===== src/rtl/decode_queue_unit_pkg.sv =====
// NeonFox decode package: ALU codes, opcodes, regfile addresses,
// decoded-control bundle and the instruction decode function.
package neonfox_pkg;

  // ALU codes for 0-A equal the opcode, so ALU ops pass I[15:12] through
  localparam logic [3:0] ALU_ADD  = 4'h0;
  localparam logic [3:0] ALU_ADDC = 4'h1;
  localparam logic [3:0] ALU_SUB  = 4'h2;
  localparam logic [3:0] ALU_SUBC = 4'h3;
  localparam logic [3:0] ALU_MOVE = 4'h4;
  localparam logic [3:0] ALU_NOT  = 4'h5;
  localparam logic [3:0] ALU_ROR  = 4'h6;
  localparam logic [3:0] ALU_ROL  = 4'h7;
  localparam logic [3:0] ALU_AND  = 4'h8;
  localparam logic [3:0] ALU_XOR  = 4'h9;
  localparam logic [3:0] ALU_OR   = 4'hA;
  localparam logic [3:0] ALU_NOP  = 4'hB;
  localparam logic [3:0] ALU_BITT = 4'hF;

  typedef enum logic [3:0] {
    OP_ADD, OP_ADDC, OP_SUB, OP_SUBC,
    OP_MOVE, OP_NOT, OP_ROR, OP_ROL,
    OP_AND, OP_XOR, OP_OR, OP_CTRL,
    OP_BRX, OP_BRXA, OP_LIM, OP_BITT
  } opcode_e;

  localparam logic [15:0] NOP_WORD_DFLT   = 16'hC000;
  localparam logic [4:0]  DATA_PORT_ADDR  = 5'h18;
  localparam logic [4:0]  IO_PORT_ADDR    = 5'h19;
  localparam logic [4:0]  STATUS_REG_ADDR = 5'h1E;
  localparam logic [4:0]  AUX1_ADDR       = 5'h11;

  typedef struct packed {
    logic [9:0] i_field;
    logic       h_en;
    logic       l_en;
    logic [4:0] src;
    logic [4:0] dest;
    logic [3:0] alu_op;
    logic       regf_wren;
    logic       data_wren;
    logic       data_ren;
    logic       io_wren;
    logic       io_ren;
    logic       status_ren;
    logic       address_select;
    logic       data_select;
    logic       io_select;
    logic       pc_jmp;
    logic       pc_brx;
    logic       pc_brxt;
    logic       pc_call;
    logic       pc_ret;
  } ctrl_t;

  localparam ctrl_t CTRL_RST = '{alu_op: ALU_NOP, default: '0};

  function automatic ctrl_t decode(
    input logic [15:0] i,
    input logic [4:0]  dp,
    input logic [4:0]  iop,
    input logic [4:0]  sr
  );
    ctrl_t      c;
    opcode_e    op;
    logic [4:0] s;
    logic [4:0] d;
    c = CTRL_RST;
    op = opcode_e'(i[15:12]);
    s = i[9:5];
    d = i[4:0];
    c.i_field = i[9:0];
    c.h_en    = i[11];
    c.l_en    = i[10];
    c.src     = s;
    c.pc_brxt = i[12];
    unique case (1'b1)
      (op <= OP_OR): begin
        c.alu_op         = i[15:12];
        c.regf_wren      = 1'b1;
        c.dest           = d;
        c.data_wren      = (d == dp);
        c.io_wren        = (d == iop);
        c.data_ren       = (s == dp);
        c.io_ren         = (s == iop);
        c.status_ren     = (s == sr);
        c.address_select = (d == 5'h1A) || (d == 5'h1B);
        c.data_select    = (d == 5'h14) || (d == 5'h15);
        c.io_select      = (d == 5'h16);
      end
      (op == OP_CTRL): begin
        c.regf_wren = |i[11:10];
        c.dest      = c.regf_wren ? AUX1_ADDR : 5'h00;
        c.pc_jmp    = i[8];
        c.pc_call   = ~i[8] & ~i[9];
        c.pc_ret    = ~i[8] & i[9];
      end
      (op == OP_BRX): c.pc_brx = |i[11:10];
      (op == OP_BRXA): c.pc_brx = 1'b1;
      (op == OP_LIM): begin
        c.dest      = {3'b100, i[9:8]};
        c.regf_wren = 1'b1;
      end
      (op == OP_BITT): begin
        c.alu_op     = ALU_BITT;
        c.data_ren   = (s == dp);
        c.io_ren     = (s == iop);
        c.status_ren = (s == sr);
      end
      default: ;
    endcase
    return c;
  endfunction

endpackage


===== src/rtl/decode_queue_unit_instr_queue.sv =====
// Prefetch FIFO between program cache and decode.
// Flush empties it; pointers wrap at DEPTH (power of 2).
module instr_queue
  import neonfox_pkg::*;
#(
  parameter int unsigned DEPTH = 4,
  localparam int unsigned AW = $clog2(DEPTH),
  localparam int unsigned CW = AW + 1
) (
  input  logic          clk,
  input  logic          rst,
  input  logic          push,
  input  logic          pop,
  input  logic          flush,
  input  logic [15:0]   wdata,
  output logic [15:0]   rdata,
  output logic [CW-1:0] count,
  output logic          full,
  output logic          empty
);

  logic [15:0]   mem_q [DEPTH];
  logic [15:0]   mem_d [DEPTH];
  logic [AW-1:0] wr_q, wr_d;
  logic [AW-1:0] rd_q, rd_d;
  logic [CW-1:0] cnt_q, cnt_d;

  always_comb begin
    mem_d = mem_q;
    wr_d  = wr_q;
    rd_d  = rd_q;
    cnt_d = cnt_q;
    if (flush) begin
      wr_d  = '0;
      rd_d  = '0;
      cnt_d = '0;
    end else begin
      if (push) begin
        mem_d[wr_q] = wdata;
        wr_d = wr_q + AW'(1);
      end
      if (pop) rd_d = rd_q + AW'(1);
      cnt_d = cnt_q + CW'(push) - CW'(pop);
    end
  end

  always_ff @(posedge clk) begin
    if (rst) begin
      mem_q <= '{default: '0};
      wr_q  <= '0;
      rd_q  <= '0;
      cnt_q <= '0;
    end else begin
      mem_q <= mem_d;
      wr_q  <= wr_d;
      rd_q  <= rd_d;
      cnt_q <= cnt_d;
    end
  end

  assign rdata = mem_q[rd_q];
  assign count = cnt_q;
  assign full  = (cnt_q == CW'(DEPTH));
  assign empty = (cnt_q == '0);

endmodule


===== src/rtl/decode_queue_unit.sv =====
// NeonFox decoder with prefetch queue, flush and dec_valid.
// DECODE_QUEUE_BYPASS_EN: empty-queue words load I_reg directly.
module decode_queue_unit
  import neonfox_pkg::*;
#(
  parameter int unsigned QUEUE_DEPTH = 4,
  parameter logic [15:0] NOP_WORD    = NOP_WORD_DFLT,
  parameter logic [4:0]  DATA_PORT   = DATA_PORT_ADDR,
  parameter logic [4:0]  IO_PORT     = IO_PORT_ADDR,
  parameter logic [4:0]  STATUS_REG  = STATUS_REG_ADDR
) (
  input  logic        clk,
  input  logic        rst,
  input  logic [15:0] prg_data,
  input  logic        prg_valid,
  output logic        fetch_ready,
  input  logic        hazard,
  input  logic        flush,
  output logic        queue_ovf,
  output logic        dec_valid,
  output logic [9:0]  I_field,
  output logic        H_en,
  output logic        L_en,
  output logic [4:0]  src_raddr,
  output logic [4:0]  dest_waddr,
  output logic [3:0]  alu_op,
  output logic        regf_wren,
  output logic        data_wren,
  output logic        data_ren,
  output logic        IO_wren,
  output logic        IO_ren,
  output logic        status_ren,
  output logic        address_select,
  output logic        data_select,
  output logic        IO_select,
  output logic        pc_jmp,
  output logic        pc_brx,
  output logic        pc_brxt,
  output logic        pc_call,
  output logic        pc_ret
);

  localparam int unsigned CW = $clog2(QUEUE_DEPTH) + 1;

  logic          q_push, q_pop, q_full, q_empty;
  logic [15:0]   q_rdata;
  logic [CW-1:0] q_count;
  logic          accept, byp;

  logic [15:0] ireg_q, ireg_d;
  logic        ireg_v_q, ireg_v_d;
  ctrl_t       ctrl_q, ctrl_d;
  logic        dv_q, dv_d;
  logic        ovf_q, ovf_d;

  assign fetch_ready = (q_count != CW'(QUEUE_DEPTH));
  assign accept = prg_valid & fetch_ready & ~flush;

`ifdef DECODE_QUEUE_BYPASS_EN
  assign byp = accept & q_empty & ~hazard;
`else
  assign byp = 1'b0;
`endif

  assign q_push = accept & ~q_full & ~byp;
  assign q_pop  = ~hazard & ~q_empty & ~flush;

  instr_queue #(.DEPTH(QUEUE_DEPTH)) u_queue (
    .clk   (clk),
    .rst   (rst),
    .push  (q_push),
    .pop   (q_pop),
    .flush (flush),
    .wdata (prg_data),
    .rdata (q_rdata),
    .count (q_count),
    .full  (q_full),
    .empty (q_empty)
  );

  always_comb begin
    ireg_d   = ireg_q;
    ireg_v_d = ireg_v_q;
    ctrl_d   = ctrl_q;
    dv_d     = dv_q;
    ovf_d    = ovf_q | (prg_valid & ~fetch_ready);
    if (flush) begin
      ireg_d   = NOP_WORD;
      ireg_v_d = 1'b0;
      ctrl_d   = decode(NOP_WORD, DATA_PORT, IO_PORT, STATUS_REG);
      dv_d     = 1'b0;
    end else if (!hazard) begin
      ctrl_d = decode(ireg_q, DATA_PORT, IO_PORT, STATUS_REG);
      dv_d   = ireg_v_q;
      if (byp) begin
        ireg_d   = prg_data;
        ireg_v_d = 1'b1;
      end else if (!q_empty) begin
        ireg_d   = q_rdata;
        ireg_v_d = 1'b1;
      end else begin
        ireg_d   = NOP_WORD;
        ireg_v_d = 1'b0;
      end
    end
  end

  always_ff @(posedge clk) begin
    if (rst) begin
      ireg_q   <= NOP_WORD;
      ireg_v_q <= 1'b0;
      ctrl_q   <= CTRL_RST;
      dv_q     <= 1'b0;
      ovf_q    <= 1'b0;
    end else begin
      ireg_q   <= ireg_d;
      ireg_v_q <= ireg_v_d;
      ctrl_q   <= ctrl_d;
      dv_q     <= dv_d;
      ovf_q    <= ovf_d;
    end
  end

  assign queue_ovf      = ovf_q;
  assign dec_valid      = dv_q;
  assign I_field        = ctrl_q.i_field;
  assign H_en           = ctrl_q.h_en;
  assign L_en           = ctrl_q.l_en;
  assign src_raddr      = ctrl_q.src;
  assign dest_waddr     = ctrl_q.dest;
  assign alu_op         = ctrl_q.alu_op;
  assign regf_wren      = ctrl_q.regf_wren;
  assign data_wren      = ctrl_q.data_wren;
  assign data_ren       = ctrl_q.data_ren;
  assign IO_wren        = ctrl_q.io_wren;
  assign IO_ren         = ctrl_q.io_ren;
  assign status_ren     = ctrl_q.status_ren;
  assign address_select = ctrl_q.address_select;
  assign data_select    = ctrl_q.data_select;
  assign IO_select      = ctrl_q.io_select;
  assign pc_jmp         = ctrl_q.pc_jmp;
  assign pc_brx         = ctrl_q.pc_brx;
  assign pc_brxt        = ctrl_q.pc_brxt;
  assign pc_call        = ctrl_q.pc_call;
  assign pc_ret         = ctrl_q.pc_ret;

endmodule


===== config.mk =====
export PLATFORM = sky130hd
export DESIGN_NAME = decode_queue_unit
export DESIGN_NICKNAME = d
export VERILOG_FILES = /design/src/rtl/decode_queue_unit_pkg.sv /design/src/rtl/decode_queue_unit_instr_queue.sv /design/src/rtl/decode_queue_unit.sv
export SDC_FILE = /design/constraint.sdc
export NUM_CORES = 1
export LEC_CHECK = 0
export CAP_MARGIN = 5
export CORE_MARGIN = 4
export CORE_UTILIZATION = 55
export DETAILED_ROUTE_END_ITERATION = 12
export GPL_ROUTABILITY_DRIVEN = 1
export HOLD_SLACK_MARGIN = 0.06
export PLACE_DENSITY = 0.79
export SYNTH_ARGS = -nofsm -noshare
export SYNTH_HDL_FRONTEND = slang
export SYNTH_SLANG_ARGS = --single-unit

===== constraint.sdc =====
create_clock -name clk -period 3.55 [get_ports clk]
set_input_delay 0.355 -clock clk [delete_from_list [all_inputs] [get_ports clk]]
set_output_delay 0.355 -clock clk [all_outputs]
set_load 0.01 [all_outputs]

==> results by group <==
Status
  • Status: completed

Logic synthesis
  • Synth top area cells: dfxtp_1, nand2_1, a21oi_1
  • Dominant cell type by area after synthesis: dfxtp_1
  • Post-Synthesis Cells: about 570
  • Async set-reset flop share out of synthesis: 0%
  • Cell with the most instances after synthesis: nand2_1
  • Count of cell types in the netlist: 50
  • Post-synth EDFFs: 0
  • FF+latch count, synth: 125
  • YS warnings: 0
  • Synth top cells by count: nand2_1, dfxtp_1, a21oi_1
  • Register area share after synthesis: 48.7%
  • Mapped Area: slightly above 0.005 mm2
  • Main synth FF type: dfxtp_1
  • Post-Syn Nets: 596
  • Top cell type's share of synthesized area: 48.7%
  • Avg Cell Area, Syn: 9.05 um2

Critical path
  • Critical path launch point: u_queue.count[1]
  • WP data arrival: ~2.9 ns
  • CP Capture Type: register
  • Reg2Reg Launch Point: u_queue.count[1]
  • Crit-path max FO: 5
  • Critical path required time: slightly below 4 ns
  • Startpoint Class: register
  • Crit path kind: register to register

CTS
  • Worst-path clk slew: 0.06 ns
  • H-tree levels: 4
  • Post-CTS Setup Repair Bufs: 0
  • Cts repair resizes: 0
  • Longest Clk Path Bufs: 2
  • Worst-Skew Late Latency: 0.52 ns
  • TritonCTS Buffers: 17
  • # clock sinks: 125
  • CTS tree: done
  • Root buffer cell: clkbuf_8
  • CTS Hold Buffers Added: 0

Detailed routing
  • First-pass DRT Iterations: 5
  • DR iter-0 viols: 232
  • Vias after detailed routing: between 4000 and 5000
  • Via density: 5.76
  • Remaining DRCs: 0
  • Final WL: 12000 um
  • Wire per inst: 16.4 um
  • Post-route ant nets: 0

Layout
  • Area growth syn-to-layout: 21.2%
  • Antenna Cells: 0
  • Fin cells: 731
  • Layout cells sized above 1: 9.19%
  • # nets final: around 640

Pwr
  • Worst-case vdd ir drop: 350 uV
  • Cell leakage power: 2.18 nW
  • Pwr Density: 519 mW/mm2

Timing
  • Final min period: 2.53 ns
  • Worst Tran Pin Value: 1.01 ns
  • RSZ-0062 raised after global routing: false
  • Max Fclk: 0.396 GHz
  • Clock skew: 0.00789 ns
  • WHS: 0.275 ns
  • Setup TNS Final: 0 ns
  • Tcrit/Tclk final: 71.2%
  • Final Setup Violations: 0
  • Final Hold Fails: 0
  • Final Max Tran Viols: 0
  • Max transition margin: 32.4%

Floorplanning
  • Die footprint: 0.0110 mm2
  • Num rows: 35
  • Die Wd: 105 um
  • Initial core utilization: 56.2%
  • # IOs: 64
  • Die H: 105 um
  • Core ar.: 0.00915 mm2

Global route
  • GR Util All Layers: between 20% and 30%
  • First-pass GRT wire length: 19600 um
  • GR Overflow Total: 0
  • Largest net degree at the start of global routing: 67
  • Initial antenna violation count: 0
  • Vias in the first global route: 3993

Place
  • RD Place Congestion: 0.800
  • I/O Buffers: 63
  • Dpl cells: 700
  • Post-DP HPWL: 7760 um

Run
  • Max-Cap Viols: 0

Worst hold path
  • Worst Hold Class: input port to register
  • Hold path startpoint: hazard
per-stage QoR:
stage / total power (W) / utilization, % / cell area [um2] / setup WS [ns]
6_report: 0.00324 / 68.1 / 6230 / 1.02
5_1_grt: 0.00333 / 68.1 / 6230 / 0.880
4_1_cts: 0.00325 / 68.1 / 6230 / 1.04
3_5_place_dp: 0.00161 / 61.9 / 5660 / 1.10
3_3_place_gp: 0.00161 / 61.9 / 5660 / 1.22
2_1_floorplan: 0.00156 / - / 5140 / 1.25
layout make-up:
class / count / area, um2
fill: 673 / 2920
inverter: 7 / 26.3
timing repair buffer: 67 / 651
multi-input combinational: 390 / 2340
clock inverter: 12 / 148
sequential: 125 / 2500
tap: 111 / 139
clock buffer: 19 / 422
metal layers:
| layer | track usage (%) | vias to the layer above | wire length (um) |
|---|---|---|---|
| met5 | 0 | - | 0 |
| met4 | 9.65 | 0 | 262 |
| met3 | 5.19 | 26 | 826 |
| met2 | 35.4 | 169 | 5770 |
| met1 | 28.9 | 1974 | 5160 |
| li1 | - | 2042 | - |
registers in the layout, indices dropped and copies added (netlist names), 2 cells and up:
register       cells
alu_op             4
ireg_q            16
u_queue.wr_q       2
I_field           10
dest_waddr         5
u_queue.mem_q     64
u_queue.count      3
u_queue.rd_q       2
where the power goes:
| part | total, W | leakage [nW] | switching (W) | internal, W |
|---|---|---|---|---|
| Sequential | 0.00143 | 1.01 | 0.0000125 | 0.00142 |
| Clock | 0.00165 | 0.277 | 0.000595 | 0.00106 |
| Combinational | 0.000149 | 0.893 | 0.0000902 | 0.0000593 |
| Total | 0.00324 | 2.18 | 0.000698 | 0.00254 |
path summary, 6_finish.rpt:
path                        to  slack [ns]  cells past startpoint
max           u_queue.count[2]        1.02                     10
min                    IO_wren        0.27                      3
max reg2reg   u_queue.count[2]        1.02                     10
min reg2reg  u_queue.mem_q[63]        0.45                      2
kinds of logic after synthesis:
group	count (synthesis)	synth area share, %
fa+ha+maj	7	1.85
xor+xnor	5	0.852
buf+inv	53	5.77
mux	28	9.34
flops	125	48.7
compound gates	124	14.4
simple gates	226	19.1
layout by cell type (no fill, tap or decap), drive strengths merged, types with 2 or more instances in the layout:
cell	n
inv	6
nand4b	2
clkbuf	19
clkinv	8
a21oi	80
nor2	44
nand3	8
and3	4
a31oi	2
a22oi	5
nand2b	2
nor3b	6
o21ai	8
nor2b	4
a32oi	3
ha	6
bufinv	3
nand2	138
and2	4
nand4	3
dfxtp	125
buf	6
clkinvlp	2
nor3	5
xnor2	4
a22o	14
mux4	16
clkdlybuf4s50	61
mux2i	12
a211oi	3
a21boi	2
worst max-delay path, cell delays in order (launching register included):
cell and delay [ns]:
dfxtp_1 0.36, nor3_1 0.59, nor3_1 0.13, ha_1 0.33, inv_1 0.07, ha_1 0.14, inv_1 0.05, fa_1 0.37
xor2_1 0.17, xnor2_1 0.13, nor2_1 0.05
Note: power is estimated with default switching activity, not from simulation.
